### config.mk
export PLATFORM = sky130hd
export DESIGN_NAME = pack_drain_ctrl
export DESIGN_NICKNAME = d
export VERILOG_FILES = /design/src/rtl/pack_drain_ctrl.sv
export SDC_FILE = /design/constraint.sdc
export NUM_CORES = 1
export LEC_CHECK = 0
export ABC_AREA = 1
export ABC_CLOCK_PERIOD_IN_PS = 2600
export BUFFER_PORTS_ARGS = -buffer_cell sky130_fd_sc_hd__buf_2
export CAP_MARGIN = 20
export CORE_ASPECT_RATIO = 0.7
export CORE_UTILIZATION = 65
export CTS_BUF_LIST = sky130_fd_sc_hd__clkbuf_8
export DETAILED_ROUTE_END_ITERATION = 8
export PLACE_DENSITY = 0.95
export SLEW_MARGIN = 20
export SYNTH_ARGS = -nofsm -noshare
export SYNTH_HDL_FRONTEND = slang
export SYNTH_SLANG_ARGS = --single-unit
### constraint.sdc
create_clock -name clk -period 2.6 [get_ports clk]
set_input_delay 0.13 -clock clk [delete_from_list [all_inputs] [get_ports clk]]
set_output_delay 0.13 -clock clk [all_outputs]
set_load 0.005 [all_outputs]
### src/rtl/pack_drain_ctrl.sv
// pack_drain_ctrl: drains packBuild elements over DataReady/DataNext and frames them
// as header, sequence, payload (LO then HI) and status bytes on a valid/ready stream.
module pack_drain_ctrl #(
  parameter int          FRAME_WORDS = 8,
  parameter logic [7:0]  HDR_BYTE    = 8'hA5,
  parameter int          RD_LAT      = 1,
  parameter int          TIMEOUT     = 1024,
  parameter logic [15:0] PAD_WORD    = 16'h7FFF
) (
  input  logic        clk,
  input  logic        rst,
  input  logic        enable,
  input  logic [15:0] DataVal,
  input  logic        DataReady,
  input  logic        DataOverf,
  output logic        DataNext,
  output logic        DataFrameReset,
  output logic [7:0]  out_data,
  output logic        out_valid,
  input  logic        out_ready,
  output logic        busy,
  output logic [15:0] frames_sent
);

  // state | meaning
  // IDLE  | waiting for enable && DataReady, or an overflow to flush
  // HDR   | emitting HDR_BYTE
  // SEQ   | emitting the frame sequence number
  // REQ   | requesting the next element, or padding after a timeout
  // WAIT  | waiting out the packBuild read latency
  // LO    | emitting element bits [7:0]
  // HI    | emitting element bits [15:8]
  // STAT  | emitting {ovfFlag, toFlag, 6'd0}
  // FLUSH | one-cycle DataFrameReset pulse
  typedef enum logic [3:0] {IDLE, HDR, SEQ, REQ, WAIT, LO, HI, STAT, FLUSH} stateT;

  localparam logic [15:0] TICK_LOAD = 16'(TIMEOUT - 1);
  localparam logic [1:0]  LAT_LOAD  = 2'(RD_LAT);
  localparam logic [7:0]  LAST_WORD = 8'(FRAME_WORDS - 1);

  stateT       state;
  logic [7:0]  seqNum;
  logic        ovfFlag;
  logic        toFlag;
  logic [7:0]  wordCnt;
  logic [15:0] tickCnt;
  logic [1:0]  latCnt;
  logic [15:0] wordReg;

  always_ff @(posedge clk) begin
    if (rst) begin
      state          <= IDLE;
      seqNum         <= 8'd0;
      ovfFlag        <= 1'b0;
      toFlag         <= 1'b0;
      wordCnt        <= 8'd0;
      tickCnt        <= 16'd0;
      latCnt         <= 2'd0;
      wordReg        <= 16'd0;
      DataNext       <= 1'b0;
      DataFrameReset <= 1'b0;
      out_data       <= 8'd0;
      out_valid      <= 1'b0;
      busy           <= 1'b0;
      frames_sent    <= 16'd0;
    end else begin
      DataNext       <= 1'b0;
      DataFrameReset <= 1'b0;
      case (state)
        IDLE: begin
          if (DataOverf) begin
            state          <= FLUSH;
            DataFrameReset <= 1'b1;
            busy           <= 1'b1;
          end else if (enable && DataReady) begin
            state     <= HDR;
            out_valid <= 1'b1;
            out_data  <= HDR_BYTE;
            busy      <= 1'b1;
          end
        end
        HDR: begin
          if (out_ready) begin
            state    <= SEQ;
            out_data <= seqNum;
          end
        end
        SEQ: begin
          if (out_ready) begin
            state     <= REQ;
            out_valid <= 1'b0;
            tickCnt   <= TICK_LOAD;
          end
        end
        // tickCnt is a down-counter; reaching zero while still starved is the timeout
        REQ: begin
          if (toFlag) begin
            wordReg   <= PAD_WORD;
            out_data  <= PAD_WORD[7:0];
            out_valid <= 1'b1;
            state     <= LO;
          end else if (DataReady) begin
            DataNext <= 1'b1;
            latCnt   <= LAT_LOAD;
            state    <= WAIT;
          end else if (tickCnt == 16'd0) begin
            toFlag    <= 1'b1;
            wordReg   <= PAD_WORD;
            out_data  <= PAD_WORD[7:0];
            out_valid <= 1'b1;
            state     <= LO;
          end else begin
            tickCnt <= tickCnt - 16'd1;
          end
        end
        WAIT: begin
          if (latCnt == 2'd0) begin
            wordReg   <= DataVal;
            out_data  <= DataVal[7:0];
            out_valid <= 1'b1;
            state     <= LO;
          end else begin
            latCnt <= latCnt - 2'd1;
          end
        end
        LO: begin
          if (out_ready) begin
            out_data <= wordReg[15:8];
            state    <= HI;
          end
        end
        HI: begin
          if (out_ready) begin
            wordCnt <= wordCnt + 8'd1;
            if (wordCnt == LAST_WORD) begin
              state    <= STAT;
              out_data <= {ovfFlag | DataOverf, toFlag, 6'd0};
            end else begin
              state     <= REQ;
              out_valid <= 1'b0;
              tickCnt   <= TICK_LOAD;
            end
          end
        end
        STAT: begin
          if (out_ready) begin
            state       <= IDLE;
            out_valid   <= 1'b0;
            busy        <= 1'b0;
            seqNum      <= seqNum + 8'd1;
            frames_sent <= frames_sent + 16'd1;
            toFlag      <= 1'b0;
            wordCnt     <= 8'd0;
            // an overflow that arrived after the status byte was latched stays pending
            ovfFlag     <= ovfFlag & ~out_data[7];
          end
        end
        FLUSH: begin
          state <= IDLE;
          busy  <= 1'b0;
        end
        default: state <= IDLE;
      endcase
      if (DataOverf) ovfFlag <= 1'b1;
    end
  end

endmodule

==> results of run 1 <==
-- synthesized netlist by cell type (all sizes together) --
master	count	area, um2
nor4	1	6.26
xnor2	2	17.5
a31o	1	8.76
ha	6	75.1
or2	2	12.5
nand3	69	385
a21oi	48	252
nor3	16	85.1
a31oi	2	12.5
nor2	135	612
o21ai	23	119
nand3b	3	26.3
xor2	5	43.8
nand4	14	87.6
clkinv	1	3.75
dfxtp	76	1520
clkbuf	8	30.0
and2	1	6.26
a211oi	1	7.51
and3	1	6.26
o21a	1	7.51
nor3b	1	7.51
inv	72	273
o211a	1	10.0
nand2	211	842
buf	9	81.3
-- critical path: cells and delay by family, from the launching register on --
kind | cells | cell delay [ns]
buffers and inverters | 3 | 0.45
DFF | 1 | 0.64
and+or+nand+nor | 7 | 1.10
-- per-layer routing --
layer,routed length [um],up-vias
met5,0,-
met4,211,0
met3,1340,37
met2,5220,272
met1,5160,2138
li1,-,2373
-- sequential cells by signal (all words and copies together), names as in the netlist, 2 cells and up --
register,cells
frames_sent,16
tickCnt,16
out_data,8
seqNum,8
wordCnt,8
wordReg,8
state,4
latCnt,2
-- final timing paths --
| path | slack (ns) | end |
|---|---|---|
| setup / recovery | 0.34 | wordReg[14]$_SDFFE_PP0P_ |
| hold / removal | 0.06 | wordReg[10]$_SDFFE_PP0P_ |
| setup reg to reg | 0.34 | wordReg[14]$_SDFFE_PP0P_ |
| hold reg to reg | 0.48 | latCnt[1]$_SDFFE_PP0P_ |
-- through the flow --
step | setup slack [ns] | hold WS [ns] | utilization
2_1_floorplan | 1.05 | 0.334 | -
3_3_place_gp | 0.515 | 0.427 | 0.712
3_5_place_dp | 0.433 | 0.439 | 0.712
4_1_cts | 0.399 | 0.0529 | 0.751
5_1_grt | 0.160 | 0.0856 | 0.751
6_report | 0.337 | 0.0636 | 0.751
-- cell families (layout without fill, tap and decap cells) --
logic type | Yosys count | in the layout
compound gates | 77 | 77
simple gates | 454 | 454
buf+inv | 90 | 140
fa+ha+maj | 6 | 6
xor+xnor | 7 | 7
flops | 76 | 76
-- final cells by class --
type / count / area share
Clock inverter: 6 / 0.0269
Sequential cell: 76 / 0.300
Multi-Input combinational cell: 544 / 0.518
Inverter: 73 / 0.0545
Clock buffer: 9 / 0.0244
Tap cell: 94 / 0.0232
Timing Repair Buffer: 52 / 0.0528
-- power groups by stage --
stage	registers [uW]	clock network [uW]	logic, uW
5_1_grt	1580	1250	2820
4_1_cts	1550	1210	2460
3_5_place_dp	1570	0	2430
6_report	1560	1200	2530
2_1_floorplan	1510	0	1980
3_3_place_gp	1560	0	2340
==> impl_metrics.ini, run 1 <==
[status]
status = finished, final reports clean

[synthesis]
synth_compound_area_frac = 0.0918
ys_types = 42
avgSynthCellArea_um2 = 6.39
synth_seq_cells = 76
synth_nets = 738
synth_warnings = 0
synth_top_family_by_area = simple AND/OR/NAND/NOR gates
synth_adder_area_share = 0.0165
synth_xor_area_frac = 0.0135
synthCells = 710
synth.mux.area_fraction = 0
seq_area_frac_synth = 0.335
synthSimpleGateAreaFrac = 0.458
syn_area_mm2 = 0.00454

[placement]
placed_cell_area_mm2 = 0.00481
dp.cells = 839
dpl.hpwl_um = 8640
io_buffer_count = 49
gp_congestion = 0.969

[sta]
finalSetupTns_ns = 0
post-route-period-util = 0.871
period_minus_slack_ns = 2.26
finClkSkew_ns = 0.00834
relSlewSlack = 0.312
drv_slew = 0
fmax_mhz = 442
finalSetupViolCount = 0
worst_slew_pin_slew_ns = 1.03
rsz0062_at_grt = no
finalHoldViolations = 0

[drt]
dr.first_iter.drc_count = 425
final_antenna_net_count = 0
vias_per_cell = 5.64
drtPass1Iterations = 7
num_vias = 4820
drc = 0
drt-total-wl_um = 11900
detail_route.wl_per_cell_um = 14.0

[cells_and_area]
nNetsFinal = 784
stdcell_area_mm2 = 0.00507
multi_input_area_mm2 = 0.00263
antenna_cells = 0
area_growth_syn_to_layout_pct = 11.8
layout.cells.most_common = nand2_1
fill_cells = 558
fin_cells = 854
regArea_mm2 = 0.00152
final_cell_mix = 199 x nand2_1, 120 x nor2_1, 76 x dfxtp_1
drive_gt1_frac = 0.154

[critical_path]
critPathCaptureType = register
arrival_ns = 2.56
startpoint_type = register
cpMostUsedCell = nand2_1
critPathKind = reg2reg
crit_chain = nand2_4, inv_2, nand2_4, inv_4, nand3_1, nand2_1, inv_2, nand2_1, nand2_1, nor2_1
crit_start = state[1]$_SDFFE_PP0P_
crit_slowest_cell = dfxtp_1
rr_startpoint = state[1]$_SDFFE_PP0P_
required_ns = 2.90
r2r_cells = 10
worstPathMaxFanout = 16
cp_slowest_stage_delay_ns = 0.64

[run]
drv_cap = 0

[power]
internal-power_uw = 2900
vdd_drop_max_mv = 0.615
power_density_mw_per_mm2 = 1040
p_sw_uw = 2380
clkPwrFrac = 0.226
p_comb_frac = 0.479
leakage_uw = 0.00235
finalPower_uw = 5280
netSwitchingFraction = 0.450
power_frac_seq = 0.295

[cts]
numCtsBuffers = 9
cts_tree = yes
h-tree-depth = 3
clock_path_buffers = 2
insertion_delay_ns = 0.37
cts.sinks = 76
cts_root_buf = clkbuf_8
clk_pin_slew_ns = 0.08
holdBufCountCts = 0
cts_setup_buffers = 0
ctsResizeCount = 0

[grt]
grt_first_pass_wirelength_um = 19500
top_usage_layer = met2
antenna_found_initial = 0
met2_usage = 0.515
first_global_vias = 4226
met3_usage = 0.0973
use_met1 = 0.472
grt_max_degree = 38
grt.overflow.total = 0
grt_usage = 0.340

[floorplanning]
die_w_um = 102
rows = 25
core-area_mm2 = 0.00676
die_area_mm2 = 0.00733
ioPinCount = 50
floorplan.initialDensity = 0.672
die_y_um = 71.9

[min_path]
worstHoldPathCells = 5
min_path_type = in2reg
min_from = DataVal[10]
No activity file was read; power rests on OpenSTA's default activity.
==> run 2: changes to the inputs <==
- ABC_CLOCK_PERIOD_IN_PS: 2600 -> 2400
- CORE_MARGIN: default -> 4
- CORE_UTILIZATION: 65 -> 61
- PLACE_DENSITY: 0.95 -> 0.92
- clock period: 2.6 -> 2.4 ns (I/O delays scaled with it)
==> run 2 against run 1 <==
Combinational power rose by 8%. Worst setup slack got worse by 0.14 ns. Clock skew rose by 0.0039 ns. Clock-buffer cell count did not move. Register-to-register slack got worse by 0.14 ns. Via count fell by 0.21%. Total power rose by 0.10%. Die area rose by 22%. Critical endpoint is now wordReg[12]$_SDFFE_PP0P_.
==> impl_metrics.ini, run 2 (synthesized netlist as in run 1, its figures left out) <==
[cells_and_area]
antenna_cells = 0
final_cell_mix = 199 x nand2_1, 120 x nor2_1, 76 x dfxtp_1
fin_cells = 861
reg_top3 = frames_sent: 16 flops, tickCnt: 16 flops
area_growth_syn_to_layout_pct = 10.2
nNetsFinal = 786
drive_gt1_frac = 0.156
layout.cells.most_common = nand2_1
utilization = 0.689

[critical_path]
required_ns = 2.71
arrival_ns = 2.52
crit_slowest_cell = dfxtp_1
r2r_cells = 10
worst-r2r-setup-slack_ns = 0.20
cpMostUsedCell = nand2_1
critPathCaptureType = register
crit_chain = nand2_4, inv_2, nand2_4, inv_4, nand3_1, nand2_1, inv_2, nand2_1, nand2_1, nor2_1
rr_startpoint = state[0]$_SDFFE_PP0P_
crit_start = state[0]$_SDFFE_PP0P_
crit_path_end = wordReg[12]$_SDFFE_PP0P_
worstPathMaxFanout = 16
critPathKind = reg2reg
r2r-end = wordReg[12]$_SDFFE_PP0P_
cp_slowest_stage_delay_ns = 0.60
startpoint_type = register

[sta]
fmax_mhz = 454
finalSetupTns_ns = 0
drv_slew = 0
finalHoldViolations = 0
worst_slack_ns = 0.199
finClkSkew_ns = 0.0122
finalSetupViolCount = 0
rsz0062_at_grt = no
relSlewSlack = 0.593
period_minus_slack_ns = 2.20
worst_slew_pin_slew_ns = 0.609
post-route-period-util = 0.917

[placement]
io_buffer_count = 49
dpl.hpwl_um = 8950
place_ws_ns = 0.251
dp.cells = 845
gp_congestion = 0.968

[cts]
cts_tree = yes
cts.sinks = 76
clk_pin_slew_ns = 0.08
clock_path_buffers = 2
cts_setup_buffers = 0
ctsResizeCount = 0
cts_root_buf = clkbuf_8
holdBufCountCts = 0
insertion_delay_ns = 0.38
numCtsBuffers = 9
h-tree-depth = 3

[status]
status = finished, final reports clean

[grt]
grt_max_degree = 32
antenna_found_initial = 0
first_global_vias = 4336
grt.overflow.total = 0
grt_first_pass_wirelength_um = 20000
grt_usage = 0.277

[floorplanning]
die_y_um = 80.2
floorplan.initialDensity = 0.626
die_area_mm2 = 0.00891
core-area_mm2 = 0.00725
rows = 26
die_w_um = 111
ioPinCount = 50

[power]
finalPower_uw = 5290
leakage_uw = 0.00233
power_density_mw_per_mm2 = 1060
vdd_drop_max_mv = 0.543

[min_path]
min_path_type = in2reg

[drt]
drc = 0
drt-total-wl_um = 12000
drtPass1Iterations = 5
final_antenna_net_count = 0
detail_route.wl_per_cell_um = 13.9
dr.first_iter.drc_count = 485
num_vias = 4810
vias_per_cell = 5.59

[run]
drv_cap = 0
-- run 2: cell types whose count changed in the layout (fill, tap and decap cells not counted), sizes merged --
| cell | before | now |
|---|---|---|
| clkinv | 1 | 5 |
| inv | 73 | 74 |
| bufinv | 4 | 0 |
| buf | 52 | 54 |
-- run 2: area by class of cell --
class                           instances  area [um2]
Multi-Input combinational cell        544        2630
Fill cell                             646        2250
Sequential cell                        76        1520
Timing Repair Buffer                   54         283
Inverter                               73         277
Clock buffer                            9         124
Tap cell                               98         123
Clock inverter                          7        43.8
-- run 2: metal layers --
layer | routed length (um) | share of wire | global-route usage | up-vias
li1 | - | - | - | 2376
met1 | 5390 | 0.45 | 0.368 | 2194
met4 | 133 | 0.011 | 0.0899 | 0
met3 | 1250 | 0.10 | 0.0828 | 16
met5 | 0 | 0 | 0 | -
met2 | 5220 | 0.44 | 0.435 | 224
-- run 2: worst min-delay path by stage --
| stage | start | endpoint | depth (start not counted) |
|---|---|---|---|
| after floorplan | DataReady | DataNext$_SDFF_PP0_ | 2 |
| after global routing | DataVal[15] | wordReg[15]$_SDFFE_PP0P_ | 5 |
| final | DataVal[9] | wordReg[9]$_SDFFE_PP0P_ | 5 |
| after global placement | DataVal[14] | wordReg[14]$_SDFFE_PP0P_ | 5 |
| after CTS | DataVal[9] | wordReg[9]$_SDFFE_PP0P_ | 5 |
| after detailed placement | DataVal[9] | wordReg[9]$_SDFFE_PP0P_ | 5 |
-- run 2: per-stage QoR --
step	hold slack [ns]	area, um2
5_1_grt	0.0660	5000
3_3_place_gp	0.418	4830
2_1_floorplan	0.324	4540
3_5_place_dp	0.431	4830
4_1_cts	0.0364	5000
6_report	0.0529	5000
-- run 2: worst max-delay path: cells and delay by family (launching register included) --
family	cells	cell delay, ns
and+or+nand+nor	7	1.08
DFF	1	0.60
buffers and inverters	3	0.45
-- run 2: power by group --
part	total, uW	internal (uW)	switching (uW)
registers	1670	1480	193
clock network	886	371	515
logic	2730	886	1850
total	5290	2730	2550
==> run 3: changes to the inputs <==
- REMOVE_ABC_BUFFERS: default -> 1
==> run 3 against run 2 <==
Critical path depth unchanged. First-iteration DRC count is 8.0% lower. Total power is 1.9% higher. Final cell count up 0.12%. Clock-buffer cell count is the same. Highest routed layer unchanged. Clock skew grew 0.0014 ns. Utilization is 0.47 points higher. Die area unchanged. Sequential cell count unchanged. Via count up 0.33%. Cell area rose by 0.68%. Sequential share of layout area decreased by 0.20 points.
==> impl_metrics.ini, run 3 (synthesized netlist as in run 1, its figures left out) <==
[cts]
ctsResizeCount = 0
cts_root_buf = clkbuf_8
h-tree-depth = 3
numCtsBuffers = 9
clock_path_buffers = 2
cts_tree = yes
insertion_delay_ns = 0.36
holdBufCountCts = 0
clk_pin_slew_ns = 0.09
cts_setup_buffers = 0
cts.sinks = 76

[sta]
rsz0062_at_grt = no
finalSetupTns_ns = 0
finClkSkew_ns = 0.0136
drv_slew = 0
finalHoldViolations = 0
finalSetupViolCount = 0
fmax_mhz = 459
relSlewSlack = 0.563
post-route-period-util = 0.907
period_minus_slack_ns = 2.18
worst_slew_pin_slew_ns = 0.651

[floorplanning]
die_y_um = 80.2
die_area_mm2 = 0.00891
floorplan.initialDensity = 0.626
ioPinCount = 50
core-area_mm2 = 0.00725
die_w_um = 111
rows = 26

[power]
power_density_mw_per_mm2 = 1070
vdd_drop_max_mv = 0.630
leakage_uw = 0.00234

[drt]
dr.first_iter.drc_count = 446
drtPass1Iterations = 7
vias_per_cell = 5.60
detail_route.wl_per_cell_um = 13.5
num_vias = 4826
drt-total-wl_um = 11700
drc = 0
final_antenna_net_count = 0

[critical_path]
worst-r2r-setup-slack_ns = 0.22
crit_slowest_cell = dfxtp_1
worstPathMaxFanout = 16
startpoint_type = register
arrival_ns = 2.46
cp_slowest_stage_delay_ns = 0.59
cpMostUsedCell = nand2_1
required_ns = 2.68
crit_chain = nand2_4, inv_2, nand2_4, inv_4, nand3_1, nand2_1, inv_2, nand2_1, nand2_1, nor2_1
critPathKind = reg2reg
critPathCaptureType = register

[status]
status = finished, final reports clean

[cells_and_area]
final_cell_mix = 199 x nand2_1, 120 x nor2_1, 76 x dfxtp_1
area_growth_syn_to_layout_pct = 10.9
layout.cells.most_common = nand2_1
antenna_cells = 0
drive_gt1_frac = 0.156
reg_top3 = frames_sent: 16 flops, tickCnt: 16 flops
stdcell_area_mm2 = 0.00503
nNetsFinal = 787

[grt]
grt_usage = 0.263
met2_usage = 0.408
met3_usage = 0.0708
use_met1 = 0.364
grt_first_pass_wirelength_um = 19300
grt.overflow.total = 0
top_usage_layer = met2
grt_max_degree = 34
first_global_vias = 4252
antenna_found_initial = 0

[run]
drv_cap = 0

[min_path]
min_path_type = in2reg

[placement]
io_buffer_count = 49
gp_congestion = 1.01
dpl.hpwl_um = 8890
placed_cell_area_mm2 = 0.00484
run 3: changes by cell type in the layout (fill, tap and decap cells not counted):
cell,previous run,this run
clkinv_2,3,0
inv_6,1,0
inv_1,64,65
buf_4,5,6
clkinv_4,1,2
clkinvlp_4,1,2
bufinv_16,0,1
run 3: area by class of cell:
class	count	area [um2]
well taps	98	123
fillers	612	2220
clock inverters	7	70.1
repair buffers	55	290
inverters	73	277
flip-flops and latches	76	1520
multi-input cells	544	2630
clock buffers	9	124
run 3: layer usage:
layer	wire, um	part of all wire	vias up
li1	-	-	2364
met4	149	0.013	0
met3	1100	0.095	19
met5	0	0	-
met2	5050	0.43	210
met1	5360	0.46	2233
run 3: final timing paths:
path / start / endpoint / cells past startpoint
hold reg to reg: out_data[5]$_SDFFE_PP0P_ / out_data[5]$_SDFFE_PP0P_ / 2
hold / removal: DataVal[9] / wordReg[9]$_SDFFE_PP0P_ / 5
setup reg to reg: state[0]$_SDFFE_PP0P_ / wordReg[12]$_SDFFE_PP0P_ / 10
setup / recovery: state[0]$_SDFFE_PP0P_ / wordReg[12]$_SDFFE_PP0P_ / 10
run 3: power by group:
part / switching (uW) / internal [uW]
logic: 1860 / 888
registers: 193 / 1480
clock network: 494 / 476
run 3: critical path: cells and delay by family (launching register included):
| kind | cells | cell delay, ns |
|---|---|---|
| buffers and inverters | 3 | 0.44 |
| DFF | 1 | 0.59 |
| and+or+nand+nor | 7 | 1.07 |
run 3: stage by stage:
stage | hold slack, ns | util | power (uW) | cells | setup WS, ns
after floorplan | 0.182 | - | 3690 | 693 | 0.567
after global placement | 0.416 | 0.667 | 4260 | 846 | 0.434
after detailed placement | 0.431 | 0.667 | 4360 | 846 | 0.297
after CTS | 0.0476 | 0.694 | 5330 | 862 | 0.261
after global routing | 0.0695 | 0.694 | 5810 | 862 | 0.0264
final | 0.0661 | 0.694 | 5390 | 862 | 0.222
